## config.mk

```make
export PLATFORM = sky130hd
export DESIGN_NAME = io_interrupt_ctrl
export DESIGN_NICKNAME = d
export VERILOG_FILES = /design/src/rtl/io_pkg.sv /design/src/rtl/sync_ff.sv /design/src/rtl/io_interrupt_ctrl.sv
export SDC_FILE = /design/constraint.sdc
export NUM_CORES = 1
export LEC_CHECK = 0
export CAP_MARGIN = 25
export CORE_ASPECT_RATIO = 0.5
export CORE_MARGIN = 2
export CORE_UTILIZATION = 40
export DETAILED_ROUTE_END_ITERATION = 6
export DONT_BUFFER_PORTS = 1
export GPL_ROUTABILITY_DRIVEN = 0
export REMOVE_ABC_BUFFERS = 1
export SLEW_MARGIN = 20
export SYNTH_ARGS = -nofsm -noshare
export SYNTH_HDL_FRONTEND = slang
export SYNTH_SLANG_ARGS = --single-unit
```

## constraint.sdc

```tcl
create_clock -name clk -period 1.6 [get_ports clk]
set_input_delay 0.16 -clock clk [delete_from_list [all_inputs] [get_ports clk]]
set_output_delay 0.16 -clock clk [all_outputs]
set_load 0.01 [all_outputs]
```

## src/rtl/io_pkg.sv

```systemverilog
// Shared types and default sizing for the I/O and interrupt front end.
package io_pkg;

    typedef enum logic [1:0] {
        IDLE,
        REQ,
        SVC
    } io_int_state_t;

    localparam int unsigned IO_DATA_WIDTH  = 16;
    localparam int unsigned IO_SYNC_STAGES = 2;

endpackage

```

## src/rtl/sync_ff.sv

```systemverilog
// Multi-stage flip-flop synchronizer for asynchronous inputs, cleared to zero on reset.
module sync_ff #(
    parameter int unsigned WIDTH  = 1,
    parameter int unsigned STAGES = 2
) (
    input  logic             clk,
    input  logic             reset,
    input  logic [WIDTH-1:0] d,
    output logic [WIDTH-1:0] q
);

    logic [WIDTH-1:0] stage_q [STAGES];

    always_ff @(posedge clk or negedge reset) begin
        if (!reset) begin
            for (int i = 0; i < int'(STAGES); i++) begin
                stage_q[i] <= '0;
            end
        end else begin
            stage_q[0] <= d;
            for (int i = 1; i < int'(STAGES); i++) begin
                stage_q[i] <= stage_q[i-1];
            end
        end
    end

    assign q = stage_q[STAGES-1];

endmodule

```

## src/rtl/io_interrupt_ctrl.sv

```systemverilog
// External I/O front end: input synchronization, interrupt request/acknowledge
// sequencing with one queued interrupt and a saturating miss counter, and the output port.
module io_interrupt_ctrl
    import io_pkg::*;
#(
    parameter int unsigned DATA_WIDTH  = IO_DATA_WIDTH,
    parameter int unsigned SYNC_STAGES = IO_SYNC_STAGES,
    parameter int unsigned MISS_WIDTH  = 4
) (
    input  logic                  clk,
    input  logic                  reset,
    input  logic                  int_pin,
    input  logic [DATA_WIDTH-1:0] port_in_pin,
    output logic [DATA_WIDTH-1:0] in_data,
    input  logic                  out_wr,
    input  logic [DATA_WIDTH-1:0] out_data,
    output logic [DATA_WIDTH-1:0] port_out,
    output logic                  int_req,
    input  logic                  int_ack,
    input  logic                  rti,
    output logic                  int_pending,
    output logic [MISS_WIDTH-1:0] miss_cnt
);

    localparam logic [MISS_WIDTH-1:0] MissMax = '1;

    io_int_state_t         state_q, state_d;
    logic                  pending_q, pending_d;
    logic [MISS_WIDTH-1:0] miss_q, miss_d;
    logic [DATA_WIDTH-1:0] port_out_q;
    logic                  int_sync, int_prev_q, int_evt;

    sync_ff #(
        .WIDTH  (DATA_WIDTH),
        .STAGES (SYNC_STAGES)
    ) u_sync_bus (
        .clk   (clk),
        .reset (reset),
        .d     (port_in_pin),
        .q     (in_data)
    );

    sync_ff #(
        .WIDTH  (1),
        .STAGES (SYNC_STAGES)
    ) u_sync_int (
        .clk   (clk),
        .reset (reset),
        .d     (int_pin),
        .q     (int_sync)
    );

    assign int_evt = int_sync & ~int_prev_q;

    always_comb begin
        state_d   = state_q;
        pending_d = pending_q;
        miss_d    = miss_q;

        case (state_q)
            IDLE:    if (int_evt) state_d = REQ;
            REQ:     if (int_ack) state_d = SVC;
            SVC:     if (rti) state_d = (pending_q || int_evt) ? REQ : IDLE;
            default: state_d = IDLE;
        endcase

        if (state_q == SVC && rti) begin
            // A coincident edge either goes straight to service or replaces the consumed one.
            pending_d = pending_q & int_evt;
        end else if (state_q != IDLE && int_evt) begin
            if (!pending_q) begin
                pending_d = 1'b1;
            end else if (miss_q != MissMax) begin
                miss_d = miss_q + 1'b1;
            end
        end
    end

    always_ff @(posedge clk or negedge reset) begin
        if (!reset) begin
            state_q    <= IDLE;
            pending_q  <= 1'b0;
            miss_q     <= '0;
            int_prev_q <= 1'b0;
            port_out_q <= '0;
        end else begin
            state_q    <= state_d;
            pending_q  <= pending_d;
            miss_q     <= miss_d;
            int_prev_q <= int_sync;
            if (out_wr) begin
                port_out_q <= out_data;
            end
        end
    end

    assign int_req     = (state_q == REQ);
    assign int_pending = pending_q;
    assign miss_cnt    = miss_q;
    assign port_out    = port_out_q;

endmodule

```

-- Word-level counts from Yosys, hierarchy flattened
Cells that the tools add are included.
- $add $sub $neg: 1
- eq/ne operators: 6
- muxes and demuxes: 7
- bitwise logic cells: 4
- reductions and logical operators: 8
- operator list (operator ; number):
    $mux W2 ; 3
    $pmux W2 S3 ; 1
    $add A4 B1 Y4 const B ; 1
    $ne A2 B2 Y1 const B ; 2
    $ne A4 B4 Y1 const B ; 1
    $reduce_and A4 Y1 ; 1
    $reduce_bool A2 Y1 ; 2
    $mux W1 ; 3
    $reduce_and A3 Y1 ; 1
    $and A1 B1 Y1 ; 2
    $eq A2 B1 Y1 const B ; 1
    $eq A2 B2 Y1 const B ; 1
    $logic_and A1 B1 Y1 ; 2
    $logic_not A2 Y1 ; 1
    $ne A2 B1 Y1 const B ; 1
    $not A1 Y1 ; 2
    $logic_or A1 B1 Y1 ; 1
- register bits: 58
- input bits: 38
- output and inout port bits: 38
- logic and storage cells: 35

-- Logic depth before layout (Yosys ltp)
- word-level depth: 6
- depth in mapped cells: 4
- gate-level depth less buffers: 4

-- Modules after synthesis
From an unflattened synthesis, not the netlist that was laid out.
- cell total of the unflattened synthesis: 119
- area total of the unflattened synthesis: 1979.4 um^2
- by module, submodules not included (module ; times used ; cells each ; area an instance (um^2) ; seq. area each (um^2)):
    io_interrupt_ctrl ; 1 ; 69 ; 1008.5 ; 600.6
    sync_ff (u_sync_bus) ; 1 ; 48 ; 920.9 ; 800.8
    sync_ff (u_sync_int) ; 1 ; 2 ; 50.0 ; 50.0

-- Worst setup path after synthesis
OpenSTA, ideal clock, no wires.
- path type: reg-to-reg
- start point: reg miss_q[0] (netlist: miss_cnt[0])
- end point: reg miss_q[1] (netlist: miss_cnt[1])
- library setup time: 125 ps
- arrival: 1204 ps
- data required time: 1475 ps
- setup slack: 271 ps
- cell stages (with the launch flop): 5
- path buffers: 0
- period minus slack after synthesis: 1329 ps
- cell sequence: dfrtp_1 ha_1 nand3_1 o2111ai_2 mux2_4
- longest elaborated chain between the ends: 2
- elaborated cells on any way between the ends: 3
- those cells by class: 1 x add/sub; 1 x eq/ne; 1 x reduce/logical
- ends and longest elaborated chain (what ; RTL line ; text):
    from (decl) ; io_interrupt_ctrl.sv:29 ; logic [MISS_WIDTH-1:0] miss_q, miss_d;
    from (signal assigned) ; io_interrupt_ctrl.sv:89 ; miss_q <= miss_d;
    parallel branches: the longest is 2 deep, another holds $add A4 B1 Y4 ; n/a ;
Several ways; the timed one is not identified.
A chain may end at the register's enable or synchronous reset.

-- Worst setup path after layout
Same ends and word-level chain as after synthesis.

==> results.txt <==
Data on the critical path arrives at its endpoint at 1620 ps. The run gives 0 as the total of warnings raised by yosys. The portion of the clock cycle consumed by the worst path in the final layout came out at 0.885. Detailed routing inserted a total of 1,051 vias. Timing would allow up to 706 MHz. Global routing finished with a remaining overflow of 0. The run gives 5580 um as the global-route wire length before repair. Proportion of register bits with asynchronous set or reset after synthesis: 1.00.

For the worst setup path, the data required time is 1810 ps. The register area share after synthesis came out at 0.733. The worst min-delay path startpoint is rti. The H-tree depth reported by CTS was 3; the setup slack after layout was 184 ps. The fill cell total of the finished layout came out at 389. The worst slack after detailed placement was 192 ps; the count of cell types in the netlist was 25. Most instantiated flip-flop cell in the synthesis netlist: dfrtp_1. Measured along the y axis, the die boundary spans 53.8 um. The final max-slew violation count is 0. The worst slew slack as a fraction of its limit came out at 0.798. The sequential fraction of design power is 0.533. The maximum ir drop on the vdd rail was 0.568 mV. The die is 104 um wide.

The longest clock path from root to sink contains 2 buffers. For this run, design rule violations remaining after detail routing come to 0. The flow ran to the end, and the final reports show no timing, DRC or antenna violations. Once detailed placement completed, the half-perimeter wirelength came to 1960 um.

Summed over all failing endpoints, the final setup total negative slack is 0 ps. Clock-pin slew was measured on the worst setup and hold paths at 60 ps. The final count of hold timing violations came out at 0. For the worst flop-to-flop path, the logic depth is 4. Per-cell routed wire length: 14.9 um.

Clock skew on the completed layout was measured at 5.95 ps. The critical path is of the reg2reg type. In this run the critical register-to-register path is launched from miss_cnt[0]$_DFFE_PN0P_. The tools report the worst reg2reg path endpoint as miss_cnt[1]$_DFFE_PN0P_. Yosys mapped a number of flops with a built-in enable equal to 0. The slew at the pin with the worst max-slew slack is 301 ps, and the count of cell instances traversed by the critical path is 4.

The maximum fanout along the worst path was 4. The largest individual stage delay along the critical path comes from the cell dfrtp_1. Internal power comes to 2550 uW. In this run, CTS created clock tree buffers numbering 9. Final critical-path required period: 1420 ps. Wires add up to 3550 um.

The tools report the initial antenna violation count as 0. Compared with the post-synthesis result, the final layout area differs by 34.5%. The core area came out at 4840 um^2. Before antenna repair, the detailed router went through 4 iterations. During placement, the flow inserted port buffers numbering 0. The all-layer global routing usage came out at 0.141.

The worst setup path is launched from a flip-flop. For the initial standard-cell utilization of the core, the log shows 0.409. Leaving out fill and tap cells, the most frequent cells in the layout are dfrtp_1 (58), dlygate4sd3_1 (52), mux2_2 (16). Setup repair after global routing left no endpoint under its margin. The number of rows created at floorplan is 18.

The number of buffers and inverters on the critical path is 0. In the synthesized netlist, the number of instances is 118. Counting instances, the worst hold path has a depth of 2. In this run the power spent charging and discharging nets is 810 uW. The clock insertion delay at the later pin of the skew report is 320 ps. The tree is rooted in a clkbuf_8. Once detail routing completed, the nets flagged for antenna violations numbered 0.

The switching share of power is 0.241. The hold path endpoint is state_q[1]$_DFFE_PN0P_. TritonCTS built the clock tree. The worst-case register-to-register setup slack was 180 ps. After detailed routing, the number of vias per cell comes to 4.42. Final count of negative-setup-slack endpoints: 0. The clock group share of total power came out at 0.357. The tools report the area of the mapped netlist as 1980 um^2.

The share of final-layout standard cells stronger than drive strength 1 was 0.220. The detailed router finished its first iteration with 62 violations. In this run the static leakage power is 0.00116 uW. The tightest min-delay check is of the in2reg type. STA classifies the critical path endpoint as a flip-flop. Counting flops and latches in the post-synthesis netlist gives 58. The final layout contains 202 nets.

The floorplan step defined a die boundary enclosing 5560 um^2. Averaged over all synthesized cells, the footprint is 16.8 um^2. The number of maximum-capacitance violations was 0. In this run the count of I/O pins placed on the die edge is 76. The kind of cell with the highest combined delay along the critical path is flip-flops. Dividing total power by cell area gives a power density of 1260 nW/um^2.

The combinational cell fraction of total power is 0.110, and the antenna diode count is 0. CTS saw 58 sinks. The critical path goes through ha_1, nand3_1, o2111ai_2, mux2_4. The pin count of the biggest net entering global routing came out at 59. Commonest non-fill, non-tap cell in the layout: dfrtp_1. Number of global-route vias before repair: 1,140. Delay contributed by the slowest stage of the critical path: 450 ps.
-- Yosys cell counts, types with 2 or more instances --
library cell / instances / area [um^2]
nand2b_1: 2 / 12.5
buf_4: 16 / 120
dfrtp_1: 58 / 1450
buf_2: 3 / 15.0
mux2_1: 2 / 22.5
o2111ai_1: 2 / 17.5
inv_1: 2 / 7.51
mux2_2: 16 / 180
-- stage by stage --
step	total power (uW)	instances	hold WS, ps	cell area [um^2]	utilization
2_1_floorplan	1960	99	-136	1850	-
4_1_cts	3410	238	47.2	2660	0.550
3_5_place_dp	2020	169	-135	1930	0.399
5_1_grt	3540	238	57.3	2660	0.550
3_3_place_gp	2010	169	-135	1930	0.399
6_report	3360	238	73.6	2660	0.550
-- cell families (layout without fill, tap and decap cells) --
kind of cell | after synthesis | in the layout | synth area share
fa+ha+maj | 1 | 1 | 0.00632
flops | 58 | 58 | 0.733
xor+xnor | 1 | 1 | 0.00442
mux | 20 | 20 | 0.115
simple gates | 9 | 9 | 0.0322
compound gates | 8 | 8 | 0.0373
buf+inv | 21 | 71 | 0.0720
-- what timing repair did --
item | in CTS | in global routing
gates resized for setup | 0 | 0
hold buffers | 53 | 0
endpoints found under the setup margin | 0 | 0
hold endpoints to repair | 93 | 0
setup buffers | 0 | 0
-- registers in the layout, indices dropped and copies added, names as in the netlist --
register	flops
u_sync_int.stage_q	1
state_q	2
port_out	16
u_sync_int.q	1
u_sync_bus.q	16
u_sync_bus.stage_q	16
int_pending	1
int_prev_q	1
miss_cnt	4
-- layer usage --
metal	up-vias	track usage	share of wire
met1	553	0.145	0.37
li1	472	-	-
met2	22	0.251	0.58
met5	-	0	0
met4	0	0.0653	0.010
met3	4	0.0738	0.042
-- worst reg2reg max path: stages (launching register included) --
cell and delay [ps]:
dfrtp_1 450, ha_1 260, nand3_1 100, o2111ai_2 160, mux2_4 340
-- cell type report --
type,count,area (um^2),area share
Clock buffer,14,173,0.0648
Clock inverter,2,10.0,0.00376
Inverter,2,7.51,0.00282
Multi-Input combinational cell,39,387,0.145
Sequential cell,58,1450,0.545
Tap cell,70,87.6,0.0329
Timing Repair Buffer,53,548,0.206
-- power by group through the flow --
stage               Clock [uW]  Sequential, uW  Combinational, uW
floorplan                    0            1780                183
global placement             0            1810                196
detailed placement           0            1820                203
CTS                       1250            1790                368
global route              1310            1820                407
finish                    1200            1790                368
-- worst max-delay path by stage --
stage,from,to,slack (ps)
3_5_place_dp,miss_cnt[0]$_DFFE_PN0P_,miss_cnt[1]$_DFFE_PN0P_,190
3_3_place_gp,miss_cnt[0]$_DFFE_PN0P_,miss_cnt[1]$_DFFE_PN0P_,220
2_1_floorplan,miss_cnt[0]$_DFFE_PN0P_,miss_cnt[1]$_DFFE_PN0P_,270
5_1_grt,miss_cnt[0]$_DFFE_PN0P_,miss_cnt[1]$_DFFE_PN0P_,140
6_report,miss_cnt[0]$_DFFE_PN0P_,miss_cnt[1]$_DFFE_PN0P_,180
4_1_cts,miss_cnt[0]$_DFFE_PN0P_,miss_cnt[1]$_DFFE_PN0P_,180
Note: power is estimated with default switching activity, not from simulation.
